<file path="src/rtl/mem_port_arbiter_if.sv">
// Requester, stall and memory-side signals of mem_port_arbiter.
// slave = arbiter view, master = pipeline/memory environment view.
interface mem_port_arbiter_if #(
  parameter int AWIDTH = 32,
  parameter int DWIDTH = 32
);
  logic              if_req;
  logic [AWIDTH-1:0] if_addr;
  logic              if_rvalid;
  logic [DWIDTH-1:0] if_rdata;

  logic              dm_req;
  logic              dm_we;
  logic [AWIDTH-1:0] dm_addr;
  logic [DWIDTH-1:0] dm_wdata;
  logic [2:0]        dm_size;
  logic              dm_rvalid;
  logic [DWIDTH-1:0] dm_rdata;

  logic              stall_f;
  logic              stall_m;

  logic              mem_req;
  logic              mem_we;
  logic [AWIDTH-1:0] mem_addr;
  logic [DWIDTH-1:0] mem_wdata;
  logic [2:0]        mem_size;
  logic              mem_gnt;
  logic              mem_rvalid;
  logic [DWIDTH-1:0] mem_rdata;

  modport slave (
    input  if_req, if_addr,
    output if_rvalid, if_rdata,
    input  dm_req, dm_we, dm_addr, dm_wdata, dm_size,
    output dm_rvalid, dm_rdata,
    output stall_f, stall_m,
    output mem_req, mem_we, mem_addr, mem_wdata, mem_size,
    input  mem_gnt, mem_rvalid, mem_rdata
  );

  modport master (
    output if_req, if_addr,
    input  if_rvalid, if_rdata,
    output dm_req, dm_we, dm_addr, dm_wdata, dm_size,
    input  dm_rvalid, dm_rdata,
    input  stall_f, stall_m,
    input  mem_req, mem_we, mem_addr, mem_wdata, mem_size,
    output mem_gnt, mem_rvalid, mem_rdata
  );
endinterface

</file>
<file path="src/rtl/mem_port_arbiter.sv">
// Shares one single-port multi-cycle memory between fetch (IF) and data (DM) requesters.
// Optional IF starvation guard enabled by defining ARB_STARVE_GUARD_EN.
module mem_port_arbiter #(
  parameter int AWIDTH     = 32,
  parameter int DWIDTH     = 32,
  parameter int STREAK_MAX = 4
) (
  input  logic                clk,
  input  logic                reset,
  mem_port_arbiter_if.slave   bus
);
  typedef enum logic [1:0] {IDLE, REQ, RSP} state_t;
  typedef enum logic {OWN_IF, OWN_DM} owner_t;

  // Instruction fetches are always full words (LW size code).
  localparam logic [2:0] FETCH_SIZE = 3'b010;

  if (STREAK_MAX < 1 || STREAK_MAX > 7) begin : g_bad_streak
    $error("STREAK_MAX must fit the 3-bit streak counter");
  end

  state_t            state;
  owner_t            owner;
  logic              if_rvalid_q;
  logic              dm_rvalid_q;
  logic [DWIDTH-1:0] if_rdata_q;
  logic [DWIDTH-1:0] dm_rdata_q;
  logic              mem_req_q;
  logic              mem_we_q;
  logic [AWIDTH-1:0] mem_addr_q;
  logic [DWIDTH-1:0] mem_wdata_q;
  logic [2:0]        mem_size_q;
  logic              pick_if;

`ifdef ARB_STARVE_GUARD_EN
  logic [2:0] streak;
  assign pick_if = bus.if_req && (!bus.dm_req || (streak == 3'(STREAK_MAX)));
`else
  assign pick_if = bus.if_req && !bus.dm_req;
`endif

  always_ff @(posedge clk) begin
    if (!reset) begin
      state       <= IDLE;
      owner       <= OWN_IF;
      if_rvalid_q <= 1'b0;
      dm_rvalid_q <= 1'b0;
      if_rdata_q  <= '0;
      dm_rdata_q  <= '0;
      mem_req_q   <= 1'b0;
      mem_we_q    <= 1'b0;
      mem_addr_q  <= '0;
      mem_wdata_q <= '0;
      mem_size_q  <= '0;
`ifdef ARB_STARVE_GUARD_EN
      streak      <= '0;
`endif
    end else begin
      if_rvalid_q <= 1'b0;
      dm_rvalid_q <= 1'b0;
      case (state)
        IDLE: begin
          if (bus.if_req || bus.dm_req) begin
            state     <= REQ;
            mem_req_q <= 1'b1;
            if (pick_if) begin
              owner       <= OWN_IF;
              mem_we_q    <= 1'b0;
              mem_addr_q  <= bus.if_addr;
              mem_wdata_q <= '0;
              mem_size_q  <= FETCH_SIZE;
            end else begin
              owner       <= OWN_DM;
              mem_we_q    <= bus.dm_we;
              mem_addr_q  <= bus.dm_addr;
              mem_wdata_q <= bus.dm_wdata;
              mem_size_q  <= bus.dm_size;
            end
`ifdef ARB_STARVE_GUARD_EN
            if (!pick_if && bus.if_req) streak <= streak + 3'd1;
            else                        streak <= '0;
`endif
          end
        end
        REQ: begin
          if (bus.mem_gnt) begin
            state     <= RSP;
            mem_req_q <= 1'b0;
          end
        end
        RSP: begin
          if (bus.mem_rvalid) begin
            state <= IDLE;
            // A requester that withdrew mid-access gets neither data nor a pulse.
            if (owner == OWN_DM) begin
              if (bus.dm_req) begin
                dm_rdata_q  <= bus.mem_rdata;
                dm_rvalid_q <= 1'b1;
              end
            end else begin
              if (bus.if_req) begin
                if_rdata_q  <= bus.mem_rdata;
                if_rvalid_q <= 1'b1;
              end
            end
          end
        end
        default: state <= IDLE;
      endcase
    end
  end

  assign bus.if_rvalid = if_rvalid_q;
  assign bus.if_rdata  = if_rdata_q;
  assign bus.dm_rvalid = dm_rvalid_q;
  assign bus.dm_rdata  = dm_rdata_q;
  assign bus.mem_req   = mem_req_q;
  assign bus.mem_we    = mem_we_q;
  assign bus.mem_addr  = mem_addr_q;
  assign bus.mem_wdata = mem_wdata_q;
  assign bus.mem_size  = mem_size_q;
  assign bus.stall_f   = bus.if_req && !if_rvalid_q;
  assign bus.stall_m   = bus.dm_req && !dm_rvalid_q;
endmodule

</file>
<file path="src/flat_wrapper.sv">
// flat-port wrapper written by rule: the top's interface ports become plain ports
module mem_port_arbiter_flat 
#(
  parameter int AWIDTH     = 32,
  parameter int DWIDTH     = 32,
  parameter int STREAK_MAX = 4
)
  (clk, reset, bus_if_req, bus_if_addr, bus_if_rvalid, bus_if_rdata, bus_dm_req, bus_dm_we, bus_dm_addr, bus_dm_wdata, bus_dm_size, bus_dm_rvalid, bus_dm_rdata, bus_stall_f, bus_stall_m, bus_mem_req, bus_mem_we, bus_mem_addr, bus_mem_wdata, bus_mem_size, bus_mem_gnt, bus_mem_rvalid, bus_mem_rdata);
  mem_port_arbiter_if #(.AWIDTH(AWIDTH), .DWIDTH(DWIDTH)) bus_i ();
  input  logic clk;
  input  logic reset;
  input wire logic [$bits(bus_i.if_req)-1:0] bus_if_req;
  input wire logic [$bits(bus_i.if_addr)-1:0] bus_if_addr;
  output wire logic [$bits(bus_i.if_rvalid)-1:0] bus_if_rvalid;
  output wire logic [$bits(bus_i.if_rdata)-1:0] bus_if_rdata;
  input wire logic [$bits(bus_i.dm_req)-1:0] bus_dm_req;
  input wire logic [$bits(bus_i.dm_we)-1:0] bus_dm_we;
  input wire logic [$bits(bus_i.dm_addr)-1:0] bus_dm_addr;
  input wire logic [$bits(bus_i.dm_wdata)-1:0] bus_dm_wdata;
  input wire logic [$bits(bus_i.dm_size)-1:0] bus_dm_size;
  output wire logic [$bits(bus_i.dm_rvalid)-1:0] bus_dm_rvalid;
  output wire logic [$bits(bus_i.dm_rdata)-1:0] bus_dm_rdata;
  output wire logic [$bits(bus_i.stall_f)-1:0] bus_stall_f;
  output wire logic [$bits(bus_i.stall_m)-1:0] bus_stall_m;
  output wire logic [$bits(bus_i.mem_req)-1:0] bus_mem_req;
  output wire logic [$bits(bus_i.mem_we)-1:0] bus_mem_we;
  output wire logic [$bits(bus_i.mem_addr)-1:0] bus_mem_addr;
  output wire logic [$bits(bus_i.mem_wdata)-1:0] bus_mem_wdata;
  output wire logic [$bits(bus_i.mem_size)-1:0] bus_mem_size;
  input wire logic [$bits(bus_i.mem_gnt)-1:0] bus_mem_gnt;
  input wire logic [$bits(bus_i.mem_rvalid)-1:0] bus_mem_rvalid;
  input wire logic [$bits(bus_i.mem_rdata)-1:0] bus_mem_rdata;
  assign bus_i.if_req = bus_if_req;
  assign bus_i.if_addr = bus_if_addr;
  assign bus_if_rvalid = bus_i.if_rvalid;
  assign bus_if_rdata = bus_i.if_rdata;
  assign bus_i.dm_req = bus_dm_req;
  assign bus_i.dm_we = bus_dm_we;
  assign bus_i.dm_addr = bus_dm_addr;
  assign bus_i.dm_wdata = bus_dm_wdata;
  assign bus_i.dm_size = bus_dm_size;
  assign bus_dm_rvalid = bus_i.dm_rvalid;
  assign bus_dm_rdata = bus_i.dm_rdata;
  assign bus_stall_f = bus_i.stall_f;
  assign bus_stall_m = bus_i.stall_m;
  assign bus_mem_req = bus_i.mem_req;
  assign bus_mem_we = bus_i.mem_we;
  assign bus_mem_addr = bus_i.mem_addr;
  assign bus_mem_wdata = bus_i.mem_wdata;
  assign bus_mem_size = bus_i.mem_size;
  assign bus_i.mem_gnt = bus_mem_gnt;
  assign bus_i.mem_rvalid = bus_mem_rvalid;
  assign bus_i.mem_rdata = bus_mem_rdata;
  mem_port_arbiter #(.AWIDTH(AWIDTH), .DWIDTH(DWIDTH), .STREAK_MAX(STREAK_MAX)) u_core (.clk(clk), .reset(reset), .bus(bus_i));
endmodule
</file>
<file path="config.mk">
export PLATFORM = sky130hd
export DESIGN_NAME = mem_port_arbiter_flat
export DESIGN_NICKNAME = d
export VERILOG_FILES = /design/src/rtl/mem_port_arbiter_if.sv /design/src/rtl/mem_port_arbiter.sv /design/src/flat_wrapper.sv
export SDC_FILE = /design/constraint.sdc
export NUM_CORES = 1
export LEC_CHECK = 0
export ABC_CLOCK_PERIOD_IN_PS = 2500
export CAP_MARGIN = 10
export CELL_PAD_IN_SITES_DETAIL_PLACEMENT = 0
export CELL_PAD_IN_SITES_GLOBAL_PLACEMENT = 1
export CORE_MARGIN = 4
export CORE_UTILIZATION = 31
export CTS_CLUSTER_DIAMETER = 100
export DETAILED_ROUTE_END_ITERATION = 16
export PLACE_DENSITY = 0.84
export SKIP_CTS_REPAIR_TIMING = 1
export SLEW_MARGIN = 25
export SYNTH_ARGS = -nofsm -noshare
export SYNTH_HDL_FRONTEND = slang
export SYNTH_SLANG_ARGS = --single-unit
</file>
<file path="constraint.sdc">
create_clock -name clk -period 2.5 [get_ports clk]
set_input_delay 0.625 -clock clk [delete_from_list [all_inputs] [get_ports clk]]
set_output_delay 0.625 -clock clk [all_outputs]
set_load 0.03 [all_outputs]
</file>
==> metrics.yaml, run 1 <==
status: "completed"
critical_path.startpoint_type: "input port"
fin_crit_ns: 2.31
fin_nets: 1005
grt_pass1_wl_um: 28400
synth_top_area_share: 0.499
antenna_found_initial: 1
crit_buf_inv: 2
netlist_top_cells_area: "dfxtp_1 (50%), nand2_1 (13%), mux2i_1 (12%)"
clock_latency_ns: 0.41
setup_viol_count_final: 0
cts_max_path_buffers: 2
finalClockSkew_ns: 0.00886
critical-path-top-delay-family: "buffers and inverters"
dr.pass1.iters: 4
netlist_area_um2: 5540
syn_nets: 752
drive_gt1_frac: 0.0727
slew_viol_final: 0
dr_total_vias: 5225
globalplace.congestion: 0.740
async_flop_share: 0
synthTopCellsByCount: "nand2_1 (199), dfxtp_1 (138), a21oi_1 (70)"
boundaryPins: 275
dieArea_um2: 20100
worst_path_max_delay_cell: "clkdlybuf4s50_1"
syn2layout_area_growth_pct: 63.5
avgSynthCellArea_um2: 9.02
ir_drop_mv: 0.426
endpoint_kind: "primary output"
routed_wl_um: 18200
htree_levels: 4
drtAntennaViolNets: 0
power_leakage_nw: 3.23
viasPerCell: 4.72
power.switching_mw: 1.64
cts_inserted_buffers: 17
crit_chain: "clkdlybuf4s50_1 -> nor2b_1 -> buf_4"
slew_headroom: 0.723
overflow: 0
ys.flop_type: "dfxtp_1"
drt_iter0_drc: 198
rsz0062_at_grt: "false"
row_count: 48
finalPower_mw: 6.27
yosysWarnings: 0
combPwrFrac: 0.175
wire_per_inst_um: 16.5
start_util: 0.318
max_stage_delay_ns: 0.70
p_seq_frac: 0.378
drc_errors: 0
synth-edff-count: 0
clock_power_share: 0.447
synth.largest_area_cell: "dfxtp_1"
final.setup.tns_ns: 0
dpl.cell_count: 1073
yosysMostFrequentCell: "nand2_1"
p_sw_frac: 0.261
die_w_um: 142
core-area_um2: 17400
worst_pin_slew_ns: 0.416
powerDensity_nw_per_um2: 693
period_share: 0.923
max_cap_violations: 0
cts_tree: "yes"
track_usage: 0.177
intPower_mw: 4.64
hpwl_um: 12200
numPortBuffers: 274
cp_max_fo: 8
hold_class: "register to register"
fin_cells: 1106
clock.fmax_mhz: 434
required_ns: 1.88
die_y_um: 142
post-route-util: 0.520
synth_cell_types: 30
clk_pin_slew_worst_paths_ns: 0.06
grt_pass1_vias: 5165
critPathKind: "input port to primary output"
finalHoldViolCount: 0
synth.ff_latch_count: 138
yosysSeqAreaShare: 0.499
critPathArrivalTime_ns: 1.68
nFillCells: 1622
grt_max_degree: 98
cts_root_buf: "clkbuf_16"
synth_cells: 614
clock_sinks: 138
## cells in the final DEF, fill, tap and decap left out, types with 3 or more instances in the layout
cell type	n
clkdlybuf4s50_1	271
nand2_1	199
dfxtp_1	138
a21oi_1	70
mux2i_1	64
a311oi_1	27
o21ai_0	25
clkbuf_16	17
o21ai_1	12
buf_12	8
buf_4	7
a311oi_2	5
bufinv_16	5
inv_6	3
## stage by stage
step                      area, um^2  hold slack [ns]  setup WS, ns
after global routing            9050            0.476         0.119
final                           9050            0.455         0.194
after global placement          8400            0.441         0.175
after detailed placement        8400            0.446         0.153
after floorplan                 5540            0.479         0.795
after CTS                       9050            0.458         0.151
## tightest hold or removal path, stage by stage (launching register included)
cell,delay [ns]
dfxtp_1,0.31
nand2_1,0.05
mux2i_1,0.05
## sequential cells by signal, summed over array words and instances, names as in the netlist
register	flops
u_core.bus.dm_rdata	32
u_core.bus.if_rdata	32
u_core.bus.mem_addr	32
u_core.bus.mem_wdata	32
u_core.bus.mem_size	3
u_core.state	2
u_core.bus.dm_rvalid	1
u_core.bus.if_rvalid	1
u_core.bus.mem_req	1
u_core.bus.mem_we	1
u_core.owner	1
## worst paths after layout
path | start | depth (start not counted) | slack (ns) | to
worst max-delay path | bus_dm_req | 3 | 0.19 | bus_stall_m
worst min-delay path | u_core.bus.if_rdata[13]$_SDFFE_PN0P_ | 2 | 0.45 | u_core.bus.if_rdata[13]$_SDFFE_PN0P_
worst max register to register | u_core.state[1]$_SDFFE_PN0P_ | 4 | 0.91 | u_core.bus.if_rdata[19]$_SDFFE_PN0P_
worst min register to register | u_core.bus.if_rdata[13]$_SDFFE_PN0P_ | 2 | 0.45 | u_core.bus.if_rdata[13]$_SDFFE_PN0P_
## kinds of logic after synthesis
| logic type | share of synthesized area |
|---|---|
| buf+inv | 0.0671 |
| simple gates | 0.162 |
| flops | 0.499 |
| compound gates | 0.157 |
| mux | 0.116 |
## routing by layer
metal | wire (um) | up-vias | global-route usage
met1 | 7960 | 2370 | 0.226
met3 | 2100 | 20 | 0.0812
met4 | 248 | 2 | 0.0515
li1 | - | 2606 | -
met2 | 7910 | 227 | 0.270
met5 | 13 | - | 0
## area by class of cell
type / count / area (um^2) / share of cell area
tap: 225 / 282 / 0.0311
timing repair buffer: 287 / 2930 / 0.324
multi-input combinational: 422 / 2420 / 0.267
clock buffer: 19 / 443 / 0.0489
inverter: 1 / 3.75 / 0.000415
clock inverter: 13 / 214 / 0.0236
sequential: 138 / 2760 / 0.305
antenna: 1 / 2.50 / 0.000276
## power by group through the flow
stage | logic [mW] | clock network, mW | registers, mW
6_report | 1.10 | 2.80 | 2.37
5_1_grt | 1.17 | 2.98 | 2.39
4_1_cts | 1.11 | 2.88 | 2.37
3_5_place_dp | 1.11 | 0 | 2.42
3_3_place_gp | 1.10 | 0 | 2.42
2_1_floorplan | 0.371 | 0 | 2.63
Power figures use the tool's default switching activity.
==> run 2: changes to the inputs <==
Settings changed: CORE_MARGIN 4 to 10, HOLD_SLACK_MARGIN set to 0.06.
==> run 2 against run 1 <==
Critical path depth unchanged. Power is 5.4% lower. Setup slack better by 0.097 ns. Global-route usage shrank 1.7 points. Largest power group unchanged. Highest routed layer is now met4.
==> metrics.yaml, run 2 (synthesis results as in run 1) <==
htree_levels: 4
powerDensity_nw_per_um2: 662
critical_path.startpoint_type: "input port"
syn2layout_area_growth_pct: 62.0
drive_gt1_frac: 0.0728
hold_class: "register to register"
final.setup.tns_ns: 0
cts_max_path_buffers: 2
required_ns: 1.88
clk_pin_slew_worst_paths_ns: 0.06
r2r_end: "u_core.bus.mem_addr[8]$_SDFFE_PN0P_"
layout_commonest_cell: "clkdlybuf4s50_1"
clock.fmax_mhz: 453
ir_drop_mv: 0.458
reg2reg_from: "u_core.state[1]$_SDFFE_PN0P_"
pre_cts_ws_ns: 0.0385
drc_errors: 0
clock_sinks: 138
globalplace.congestion: 0.773
track_usage: 0.160
wire_per_inst_um: 18.0
dr_total_vias: 5205
die_w_um: 154
r2r_slack_ns: 0.68
worst_pin_slew_ns: 0.875
fin_nets: 1004
dieArea_um2: 23600
viasPerCell: 4.71
crit_start: "bus_if_req"
final_cell_mix: "clkdlybuf4s50_1 (271), nand2_1 (199), dfxtp_1 (138)"
cts_root_buf: "clkbuf_16"
period_share: 0.884
combPwrFrac: 0.185
grt_max_degree: 99
cts_inserted_buffers: 17
overflow: 0
setup_viol_count_final: 0
endpoint: "bus_stall_f"
grt_pass1_vias: 5144
drt_iter0_drc: 277
max_cap_violations: 0
numPortBuffers: 274
cp_max_fo: 6
grt_pass1_wl_um: 30400
intPower_mw: 4.29
finalClockSkew_ns: 0.0105
p_seq_frac: 0.400
routed_wl_um: 19900
clock_power_share: 0.415
antenna_found_initial: 1
power_leakage_nw: 3.18
boundaryPins: 275
slew_headroom: 0.416
row_count: 48
status: "completed"
slew_viol_final: 0
dr.pass1.iters: 5
core-area_um2: 17400
start_util: 0.318
r2r_cells: 3
critPathKind: "input port to primary output"
power.switching_mw: 1.65
finalHoldViolCount: 0
rsz0062_at_grt: "false"
hpwl_um: 13900
drtAntennaViolNets: 0
fin_crit_ns: 2.21
fin_ws_ns: 0.291
cts_tree: "yes"
die_y_um: 154
endpoint_kind: "primary output"
min_path_cells: 2
critPathArrivalTime_ns: 1.58
clock_latency_ns: 0.41
p_sw_frac: 0.277
run 2: metrics by stage:
stage	std cells	utilization	hold slack, ns	area [um^2]	power, mW
final	1105	0.515	0.456	8970	5.94
after global routing	1104	0.515	0.476	8970	6.19
after CTS	1104	0.515	0.458	8970	6.01
after detailed placement	1072	0.482	0.445	8390	3.53
after global placement	1072	0.482	0.441	8390	3.52
after floorplan	614	-	0.479	5540	3.00
run 2: final cells by class:
class	count	area (um^2)
Timing Repair Buffer	286	2920
Clock buffer	17	425
Clock inverter	15	153
Antenna cell	1	2.50
Sequential cell	138	2760
Inverter	1	3.75
Fill cell	1648	8450
Tap cell	225	282
Multi-Input combinational cell	422	2420
run 2: worst min-delay path by stage:
stage | from | endpoint | slack, ns
global placement | u_core.bus.if_rdata[13]$_SDFFE_PN0P_ | u_core.bus.if_rdata[13]$_SDFFE_PN0P_ | 0.44
detailed placement | u_core.bus.if_rdata[29]$_SDFFE_PN0P_ | u_core.bus.if_rdata[29]$_SDFFE_PN0P_ | 0.44
CTS | u_core.bus.if_rdata[24]$_SDFFE_PN0P_ | u_core.bus.if_rdata[24]$_SDFFE_PN0P_ | 0.46
floorplan | u_core.owner$_SDFFE_PN0P_ | u_core.bus.dm_rvalid$_SDFF_PN0_ | 0.48
global route | u_core.bus.if_rdata[24]$_SDFFE_PN0P_ | u_core.bus.if_rdata[24]$_SDFFE_PN0P_ | 0.48
finish | u_core.bus.if_rdata[22]$_SDFFE_PN0P_ | u_core.bus.if_rdata[22]$_SDFFE_PN0P_ | 0.46
run 2: worst max-delay path: stages:
cell	delay (ns)
clkdlybuf4s50_1	0.61
nor2b_1	0.17
buf_4	0.17
run 2: power by group through the flow:
| stage | combinational [mW] | clock, mW | sequential [mW] |
|---|---|---|---|
| detailed placement | 1.11 | 0 | 2.42 |
| global route | 1.17 | 2.63 | 2.39 |
| CTS | 1.11 | 2.53 | 2.37 |
| finish | 1.10 | 2.46 | 2.37 |
| global placement | 1.10 | 0 | 2.42 |
| floorplan | 0.371 | 0 | 2.63 |
run 2: routing by layer:
layer  vias up  track usage  wire length [um]
li1       2598            -                 -
met1      2372        0.192              8370
met2       217        0.243              9000
met3        18       0.0859              2280
met4         0       0.0472               271
met5         -            0                 0
==> run 3: changes to the inputs <==
Settings changed: CTS_CLUSTER_SIZE set to 16, SETUP_SLACK_MARGIN set to 0.3.
==> run 3 against run 2 <==
Sequential cell count unchanged. Critical path depth decreased by 2. Core utilization about the same. Cell count unchanged. Count of clock-buffer cells in the layout unchanged. Sequential power about the same. Clock power about the same. Critical endpoint is now bus_mem_size[1].
==> metrics.yaml, run 3 (synthesis results as in run 1) <==
critPathKind: "register to primary output"
slew_headroom: 0.415
postPlaceCellArea_um2: 8390
worst_pin_slew_ns: 0.876
p_seq_frac: 0.400
p_sw_frac: 0.277
clock_sinks: 138
antenna_found_initial: 1
grt_max_degree: 99
hold_class: "register to register"
wire_per_inst_um: 18.0
power_leakage_nw: 3.20
viasPerCell: 4.71
final_cell_mix: "clkdlybuf4s50_1 (269), nand2_1 (199), dfxtp_1 (138)"
cts_tree: "yes"
clock_power_share: 0.415
worst_path_max_delay_cell: "clkdlybuf4s50_1"
routed_wl_um: 19900
drc_errors: 0
clock.fmax_mhz: 474
max_stage_delay_ns: 0.72
htree_levels: 4
drt_iter0_drc: 281
intPower_mw: 4.29
status: "completed"
dr.pass1.iters: 5
track_usage: 0.160
cts_inserted_buffers: 17
overflow: 0
hold_end: "u_core.bus.if_rdata[22]$_SDFFE_PN0P_"
cts_max_path_buffers: 2
r2r_slack_ns: 0.67
cts_root_buf: "clkbuf_16"
critical_path.startpoint_type: "register"
critical-path-top-delay-family: "buffers and inverters"
powerDensity_nw_per_um2: 661
boundaryPins: 275
slew_viol_final: 0
core-area_um2: 17400
min_path_cells: 2
hold_slack_ns: 0.456
hpwl_um: 13900
grt_pass1_wl_um: 30400
syn2layout_area_growth_pct: 62.0
finalClockSkew_ns: 0.0105
fin_crit_ns: 2.11
r2r_end: "u_core.bus.mem_addr[6]$_SDFFE_PN0P_"
clock_latency_ns: 0.41
drtAntennaViolNets: 0
dieArea_um2: 23600
combPwrFrac: 0.185
setup_viol_count_final: 0
die_y_um: 154
stdcell_area_um2: 8970
globalplace.congestion: 0.773
hp-start: "u_core.bus.if_rdata[22]$_SDFFE_PN0P_"
clk_pin_slew_worst_paths_ns: 0.06
fin_nets: 1004
crit_buf_inv: 1
cp_max_fo: 2
rsz0062_at_grt: "false"
ir_drop_mv: 0.458
period_share: 0.843
finalHoldViolCount: 0
post-route-util: 0.515
critPathArrivalTime_ns: 1.48
drive_gt1_frac: 0.0728
dr_total_vias: 5209
required_ns: 1.88
numPortBuffers: 274
power.switching_mw: 1.65
nFillCells: 1646
endpoint_kind: "primary output"
die_w_um: 154
reg2reg_from: "u_core.state[1]$_SDFFE_PN0P_"
max_cap_violations: 0
crit_chain: "clkdlybuf4s50_1"
row_count: 48
start_util: 0.318
final.setup.tns_ns: 0
grt_pass1_vias: 5144
r2r_cells: 3
layout_commonest_cell: "clkdlybuf4s50_1"
==> run 3: cell types whose count changed in the layout (fill, tap and decap cells not counted), sizes merged <==
cell | before | now
clkdlybuf4s50 | 271 | 269
dlymetal6s2s | 0 | 2
==> run 3: worst max-delay path by stage <==
| stage | startpoint | to | cells past startpoint |
|---|---|---|---|
| final | u_core.bus.mem_size[1]$_SDFFE_PN0P_ | bus_mem_size[1] | 1 |
| after global routing | u_core.bus.dm_rdata[24]$_SDFFE_PN0P_ | bus_dm_rdata[24] | 1 |
| after CTS | bus_if_req | bus_stall_f | 3 |
| after detailed placement | bus_if_req | u_core.bus.mem_addr[6]$_SDFFE_PN0P_ | 4 |
| after global placement | bus_if_req | u_core.bus.mem_size[1]$_SDFFE_PN0P_ | 4 |
| after floorplan | bus_if_req | bus_stall_f | 1 |
==> run 3: power groups by stage <==
stage	combinational [mW]	sequential [mW]	clock (mW)
after floorplan	0.371	2.63	0
final	1.10	2.37	2.46
after global routing	1.17	2.39	2.63
after detailed placement	1.11	2.42	0
after CTS	1.11	2.37	2.53
after global placement	1.10	2.42	0
==> run 3: cell type report <==
cell class                      count  area (um^2)  share of cell area
Antenna cell                        1         2.50            0.000279
Clock buffer                       17          425              0.0474
Clock inverter                     15          153              0.0170
Inverter                            1         3.75            0.000418
Multi-Input combinational cell    422         2420               0.269
Sequential cell                   138         2760               0.308
Tap cell                          225          282              0.0314
Timing Repair Buffer              286         2930               0.326
==> run 3: worst register-to-register path, delay by kind of cell, from the launching register on <==
kind	cells	cell delay, ns
AOI/OAI and AO/OA	1	0.23
and+or+nand+nor	2	1.02
DFF	1	0.41
==> run 3: routing by layer <==
metal  global-route usage  wire, um  vias to the layer above
met5                    0         0                        -
met4               0.0472       271                        0
met3               0.0859      2310                       18
met2                0.243      8980                      221
met1                0.192      8340                     2373
li1                     -         -                     2597
==> run 3: through the flow <==
step / power, mW / cells / setup slack, ns
after floorplan: 3.00 / 614 / 0.795
after global placement: 3.52 / 1072 / 0.137
after detailed placement: 3.53 / 1072 / 0.0385
after CTS: 6.01 / 1104 / 0.259
after global routing: 6.19 / 1104 / 0.337
final: 5.93 / 1105 / 0.391
